--- src/rtl/mcb_pkg.sv ---
// Shared MCB user-port definitions: command opcodes, port limits and the frame
// writer state encoding.
package mcb_pkg;

  localparam logic [2:0] MCB_CMD_WR      = 3'b000;
  localparam logic [2:0] MCB_CMD_RD      = 3'b001;
  localparam logic [2:0] MCB_CMD_WR_AP   = 3'b010;
  localparam logic [2:0] MCB_CMD_RD_AP   = 3'b011;
  localparam logic [2:0] MCB_CMD_REFRESH = 3'b100;

  localparam int MCB_MAX_BL     = 64;
  localparam int MCB_WORD_BYTES = 4;

  typedef enum logic [1:0] {
    IDLE = 2'd0,
    FILL = 2'd1,
    CMD  = 2'd2
  } wr_state_t;

endpackage

--- src/rtl/mcb_frame_writer.sv ---
// Streams pixel words into an MCB write FIFO and issues one write command per burst.
// Optional MCB_FRAME_WRITER_STATS_EN adds saturating burst and stall counters.
module mcb_frame_writer
  import mcb_pkg::*;
#(
  parameter int BURST_LEN   = 32,
  parameter int FRAME_WORDS = 307200,
  parameter int ADDR_W      = 30
) (
  input  logic              clk,
  input  logic              reset_n,
  input  logic              calib_done,
  input  logic              frame_start,
  input  logic [ADDR_W-1:0] base_addr,
  input  logic              flush,
  input  logic              pix_valid,
  input  logic [31:0]       pix_data,
  output logic              pix_ready,
  output logic              busy,
  output logic              frame_done,
  output logic              wr_err,
  output logic              mcb_cmd_en,
  output logic [2:0]        mcb_cmd_instr,
  output logic [5:0]        mcb_cmd_bl,
  output logic [ADDR_W-1:0] mcb_cmd_byte_addr,
  input  logic              mcb_cmd_full,
  output logic              mcb_wr_en,
  output logic [31:0]       mcb_wr_data,
  output logic [3:0]        mcb_wr_mask,
  input  logic              mcb_wr_full,
  input  logic              mcb_wr_error,
  input  logic              mcb_wr_underrun,
  output logic [1:0]        dbg_state
`ifdef MCB_FRAME_WRITER_STATS_EN
  ,
  output logic [23:0]       stat_bursts,
  output logic [23:0]       stat_stall
`endif
);

  // Pixel handshake: a word transfers on a clk edge where pix_valid && pix_ready;
  // the same cycle it is pushed to the write FIFO (mcb_wr_en). Command strobes
  // only when the command FIFO is not full.

  localparam int FCW_RAW = $clog2(FRAME_WORDS + 1);
  localparam int FCW     = (FCW_RAW > 7) ? FCW_RAW : 7;
  localparam logic [FCW-1:0] FRAME_WORDS_L = FCW'(FRAME_WORDS);
  localparam logic [6:0]     BURST_LEN_L   = 7'(BURST_LEN);

  wr_state_t         r_state;
  wr_state_t         w_next_state;
  logic [6:0]        r_burst_cnt;
  logic [FCW-1:0]    r_frame_cnt;
  logic [ADDR_W-1:0] r_burst_addr;
  logic              r_frame_done;
  logic              r_wr_err;

  logic [FCW-1:0]    w_frame_fill;
  logic [FCW-1:0]    w_fill_inc;
  logic [6:0]        w_cnt_inc;
  logic              w_pix_ready;
  logic              w_accept;
  logic              w_cmd_en;
  logic              w_frame_end;
  logic              w_start;
  logic              w_unused;

  assign w_unused = ^base_addr[1:0];

  assign w_start      = frame_start && calib_done;
  assign w_frame_fill = r_frame_cnt + FCW'(r_burst_cnt);
  assign w_pix_ready  = (r_state == FILL) && calib_done && !mcb_wr_full &&
                        (r_burst_cnt < BURST_LEN_L) && (w_frame_fill < FRAME_WORDS_L);
  assign w_accept     = pix_valid && w_pix_ready;
  assign w_cnt_inc    = r_burst_cnt + 7'(w_accept);
  assign w_fill_inc   = w_frame_fill + FCW'(w_accept);
  assign w_cmd_en     = (r_state == CMD) && !mcb_cmd_full;
  assign w_frame_end  = (w_frame_fill == FRAME_WORDS_L);

  always_ff @(posedge clk or negedge reset_n) begin
    if (!reset_n) r_state <= IDLE;
    else          r_state <= w_next_state;
  end

  always_comb begin
    w_next_state = r_state;
    case (r_state)
      IDLE: if (w_start) w_next_state = FILL;
      // A flush that coincides with an accept still closes the burst with that word.
      FILL: if ((w_cnt_inc == BURST_LEN_L) || (w_fill_inc == FRAME_WORDS_L) ||
                (flush && (w_cnt_inc != 7'd0)))
              w_next_state = CMD;
      CMD:  if (w_cmd_en) w_next_state = w_frame_end ? IDLE : FILL;
      default: w_next_state = IDLE;
    endcase
  end

  always_ff @(posedge clk or negedge reset_n) begin
    if (!reset_n) begin
      r_burst_cnt  <= '0;
      r_frame_cnt  <= '0;
      r_burst_addr <= '0;
      r_frame_done <= 1'b0;
      r_wr_err     <= 1'b0;
    end else begin
      r_frame_done <= 1'b0;
      r_wr_err     <= r_wr_err | mcb_wr_error | mcb_wr_underrun;
      case (r_state)
        IDLE: if (w_start) begin
          r_burst_addr <= {base_addr[ADDR_W-1:2], 2'b00};
          r_frame_cnt  <= '0;
          r_burst_cnt  <= '0;
        end
        FILL: if (w_accept) r_burst_cnt <= w_cnt_inc;
        CMD: if (w_cmd_en) begin
          // Words are 4 bytes; address wraps naturally at ADDR_W bits.
          r_burst_addr <= r_burst_addr + ADDR_W'({r_burst_cnt, 2'b00});
          r_frame_cnt  <= w_frame_fill;
          r_burst_cnt  <= '0;
          r_frame_done <= w_frame_end;
        end
        default: ;
      endcase
    end
  end

  assign pix_ready         = w_pix_ready;
  assign busy              = (r_state != IDLE);
  assign frame_done        = r_frame_done;
  assign wr_err            = r_wr_err;
  assign mcb_cmd_en        = w_cmd_en;
  assign mcb_cmd_instr     = MCB_CMD_WR;
  assign mcb_cmd_bl        = (r_state == CMD) ? 6'(r_burst_cnt - 7'd1) : 6'd0;
  assign mcb_cmd_byte_addr = (r_state == CMD) ? r_burst_addr : '0;
  assign mcb_wr_en         = w_accept;
  assign mcb_wr_data       = w_accept ? pix_data : 32'd0;
  assign mcb_wr_mask       = 4'b0000;
  assign dbg_state         = r_state;

`ifdef MCB_FRAME_WRITER_STATS_EN
  logic [23:0] r_stat_bursts;
  logic [23:0] r_stat_stall;
  logic        w_stall;

  assign w_stall = (r_state != IDLE) && pix_valid && !w_pix_ready;

  always_ff @(posedge clk or negedge reset_n) begin
    if (!reset_n) begin
      r_stat_bursts <= '0;
      r_stat_stall  <= '0;
    end else begin
      if (w_cmd_en && (r_stat_bursts != 24'hFFFFFF)) r_stat_bursts <= r_stat_bursts + 24'd1;
      if (w_stall && (r_stat_stall != 24'hFFFFFF))   r_stat_stall  <= r_stat_stall + 24'd1;
    end
  end

  assign stat_bursts = r_stat_bursts;
  assign stat_stall  = r_stat_stall;
`endif

endmodule

--- config.mk ---
export PLATFORM = sky130hd
export DESIGN_NAME = mcb_frame_writer
export DESIGN_NICKNAME = d
export VERILOG_FILES = /design/src/rtl/mcb_pkg.sv /design/src/rtl/mcb_frame_writer.sv
export SDC_FILE = /design/constraint.sdc
export NUM_CORES = 1
export LEC_CHECK = 0
export CORE_MARGIN = 2
export CORE_UTILIZATION = 48
export DETAILED_ROUTE_END_ITERATION = 12
export HOLD_SLACK_MARGIN = 0.15
export PLACE_DENSITY = 0.82
export SLEW_MARGIN = 40
export SYNTH_ARGS = -nofsm -noshare
export SYNTH_HDL_FRONTEND = slang
export SYNTH_SLANG_ARGS = --single-unit
--- constraint.sdc ---
create_clock -name clk -period 6.6 [get_ports clk]
set_clock_uncertainty 0.2 [all_clocks]
set_input_delay 1.32 -clock clk [delete_from_list [all_inputs] [get_ports clk]]
set_output_delay 1.32 -clock clk [all_outputs]
set_load 0.02 [all_outputs]
==> results of run 1 <==
==> cell families after synthesis <==
family | after synthesis
AOI/OAI and AO/OA | 182
xor gates and xnor gates | 31
adders and majority gates | 21
buffers and inverters | 70
DFF | 58
muxes | 2
other | 1
and+or+nand+nor | 285
==> cell type report <==
cell class / count / area share
Clock buffer: 11 / 0.0209
Timing Repair Buffer: 149 / 0.219
Inverter: 23 / 0.0127
Clock inverter: 5 / 0.0114
Tap cell: 136 / 0.0251
Sequential cell: 58 / 0.214
Multi-Input combinational cell: 530 / 0.496
==> routing by layer <==
| metal | GRT usage | vias to the layer above | part of all wire |
|---|---|---|---|
| li1 | - | 2540 | - |
| met1 | 0.345 | 2515 | 0.43 |
| met2 | 0.448 | 214 | 0.49 |
| met3 | 0.0492 | 25 | 0.068 |
| met4 | 0.0909 | 0 | 0.014 |
| met5 | 0 | - | 0 |
==> flip-flops by register name, summed over array words and instances, names as in the netlist <==
name	count
r_burst_addr	28
dbg_state	2
frame_done	1
wr_err	1
r_burst_cnt	7
r_frame_cnt	19
==> cell usage after synthesis, drive strengths merged, types with 3 or more instances <==
| cell type | count |
|---|---|
| and4 | 3 |
| a22oi | 3 |
| nor2b | 5 |
| a21oi | 53 |
| a31oi | 6 |
| a21o | 5 |
| ha | 19 |
| nor3 | 16 |
| a22o | 8 |
| nor4b | 3 |
| nand2 | 64 |
| buf | 24 |
| xnor2 | 17 |
| nand4b | 4 |
| o22ai | 9 |
| nor3b | 5 |
| nand4 | 9 |
| or4 | 3 |
| and3 | 9 |
| nor2 | 64 |
| a2bb2oi | 5 |
| xor2 | 14 |
| o41ai | 4 |
| or3 | 5 |
| and2 | 53 |
| o21ai | 47 |
| o211ai | 3 |
| nor4 | 6 |
| inv | 23 |
| or2 | 4 |
| a2111oi | 3 |
| o31ai | 4 |
| dfrtp | 58 |
| a211oi | 7 |
| nand3 | 24 |
| a21boi | 3 |
| clkbuf | 23 |
==> where the power goes <==
| group | internal, uW | switching, uW | total, uW |
|---|---|---|---|
| Sequential | 444 | 93.6 | 537 |
| Combinational | 247 | 333 | 581 |
| Clock | 222 | 159 | 381 |
| Total | 913 | 586 | 1500 |
==> path summary, 6_finish.rpt <==
path                            slack [ns]  cells after the start                      endpoint                  startpoint
worst min register to register        0.28                      2    r_frame_cnt[2]$_DFFE_PN0P_  r_frame_cnt[2]$_DFFE_PN0P_
worst min-delay path                  0.28                      2    r_frame_cnt[2]$_DFFE_PN0P_  r_frame_cnt[2]$_DFFE_PN0P_
max in group asynchronous             4.96                      2  r_burst_addr[10]$_DFFE_PN0P_                     reset_n
worst max register to register        0.73                     18      dbg_state[0]$_DFFE_PN0P_  r_burst_cnt[0]$_DFFE_PN0P_
min in group asynchronous             0.84                      2    r_frame_cnt[7]$_DFFE_PN0P_                     reset_n
worst max-delay path                  0.40                     12                mcb_wr_data[5]  r_burst_cnt[0]$_DFFE_PN0P_
==> worst max-delay path: stages, from the launching register on <==
cell,delay (ns)
dfrtp_1,0.48
ha_1,0.27
fa_1,0.42
a211oi_2,0.35
or3_1,0.47
a2111oi_4,0.19
nor3_1,0.25
a31oi_2,0.10
o21bai_2,0.26
a211oi_4,0.52
buf_12,0.23
and2_1,0.17
clkdlybuf4s50_1,0.62
==> cell usage in the layout, fill, tap and decap left out, types with 5 or more instances in the layout <==
cell	count
clkdlybuf4s50_1	142
nand2_1	64
nor2_1	64
dfrtp_1	58
a21oi_1	51
and2_1	51
o21ai_0	45
nand3_1	24
inv_1	22
ha_1	19
xnor2_1	17
nor3_1	16
xor2_1	13
clkbuf_8	10
o22ai_1	9
and3_1	9
conb_1	9
nand4_1	8
a22o_1	8
or3_1	5
a21o_1	5
nor4_1	5
nor3b_1	5
a2bb2oi_1	5
a31oi_1	5
==> through the flow <==
step | utilization | total power [uW]
floorplan | - | 889
detailed placement | 0.635 | 1120
CTS | 0.656 | 1500
global placement | 0.635 | 1090
global route | 0.657 | 1590
finish | 0.657 | 1500
==> impl_metrics.toml, run 1 <==
[run_status]
outcome = "complete, no violations"

[detailed_routing]
drc_errors = 0
postRouteAntennaNets = 0
dr.first_iter.drc_count = 355
drt-wirelength-per-cell_um = 16.9
num_vias = 5294
drt-total-wl_mm = 15.4
viasPerCell = 5.80
dr.pass1.iters = 5

[logic_synthesis]
synth_area_leader_cell = "dfrtp_1"
synthSimpleGateAreaFrac = 0.289
synth_top_area_frac = 0.284
ys.flop_type = "dfrtp_1"
ys_seq_area_frac = 0.284
synthArstFlopShare = 1.00
synth-compound-area-share = 0.246
post_synth_main_area_contributors = "dfrtp_1 (28%), and2_1 (6.2%), a21oi_1 (5.0%)"
ys_seq_elements = 58
combined_area_of_all_synthesized_cells_um2 = 5110
syn-instance-count = 650
yosysUniqueCellTypes = 80
dominant_combinational_cell_family_by_area_after_synthesis = "simple AND/OR/NAND/NOR gates"
synthAdderAreaFrac = 0.0544
yosysWarningCount = 0
post_synth_edffs = 0
syn_area_per_cell_um2 = 7.86
xor_and_xnor_area_share_after_synthesis = 0.0568
synth.area.mux_share = 0.00392

[global_routing]
grt_pass1_wl_mm = 24.8
grt_start_max_net_pins = 65
grt_pass1_vias = 5110
grt.total_usage = 0.267
grt_overflow_total = 0
antenna_found_initial = 0

[layout]
finalInstanceArea_um2 = 6780
multi_input_area_um2 = 3360
post_route_cells_drive_above_1_share = 0.0593
final.fill_count = 842
layoutNonFillerInstCount = 912
layout.area.seq_um2 = 1450
nets = 864
antennaDiodeCount = 0
area.growth.synth_to_final_pct = 32.7

[clock_tree]
maximum_buffer_depth_of_the_clock_tree = 2
tritoncts = "built"
hold_buf_cts = 0
clock_sinks = 58
worst_setup_hold_path_clk_slew_ns = 0.07
cts.repair.resized = 0
tritoncts.num_buffers = 9
cts_max_level = 3
post_cts_repair_setup_buffers = 0
clk-insertion-delay-late_ns = 0.34
cts_root_buffer = "clkbuf_8"

[timing]
setup-tns-final_ns = 0
worst_pin_slew_ns = 0.702
finalWorstPathRequiredPeriod_ns = 6.20
max_freq_mhz = 161
holdWs_ns = 0.277
worst_slew_margin_rel = 0.527
hold_viol = 0
layout_setup_ws_ns = 0.402
min_period_over_period = 0.939
timing.final.setup_violations = 0
rsz0062_at_grt = "false"
drv_slew = 0

[setup_path]
timing_worst_setup_path_type = "register to output pin"
endpoint_kind = "output pin"
arrival_time_of_data_at_the_critical_path_endpoint_ns = 4.68
timing.critical_path.fanout_max = 33
timing.critical_path.from_type = "register"
cp.required_ns = 5.08

[floorplan]
floorplan.die.height_um = 107
initial_util = 0.495
floorplan.rows = 37
floorplan.die_area_um2 = 11500
boundaryPins = 155
fp.dieW_um = 107
core-area_um2 = 10300

[place]
hpwlAfterDp_mm = 11.4
post-place-cells = 896
io_buffer_count = 143
gp_congestion = 0.895
pre_cts_slack_ns = 0.815
dpl-instance-area_um2 = 6560

[power]
power-per-cell-area_nw_per_um2 = 221
irDropWorstVdd_v = 0.000148
lkg_pwr_uw = 0.00285

[job]
drv.max_cap_violation_count = 0

[hold_path]
holdCritPathClass = "register to register"
(Power assumes the default switching activity.)
==> inputs of run 2 (changes only) <==
- HOLD_SLACK_MARGIN: 0.15 -> 0.12
==> results of run 2 <==
Final layout, timing and power as in run 1 (identical DEF).
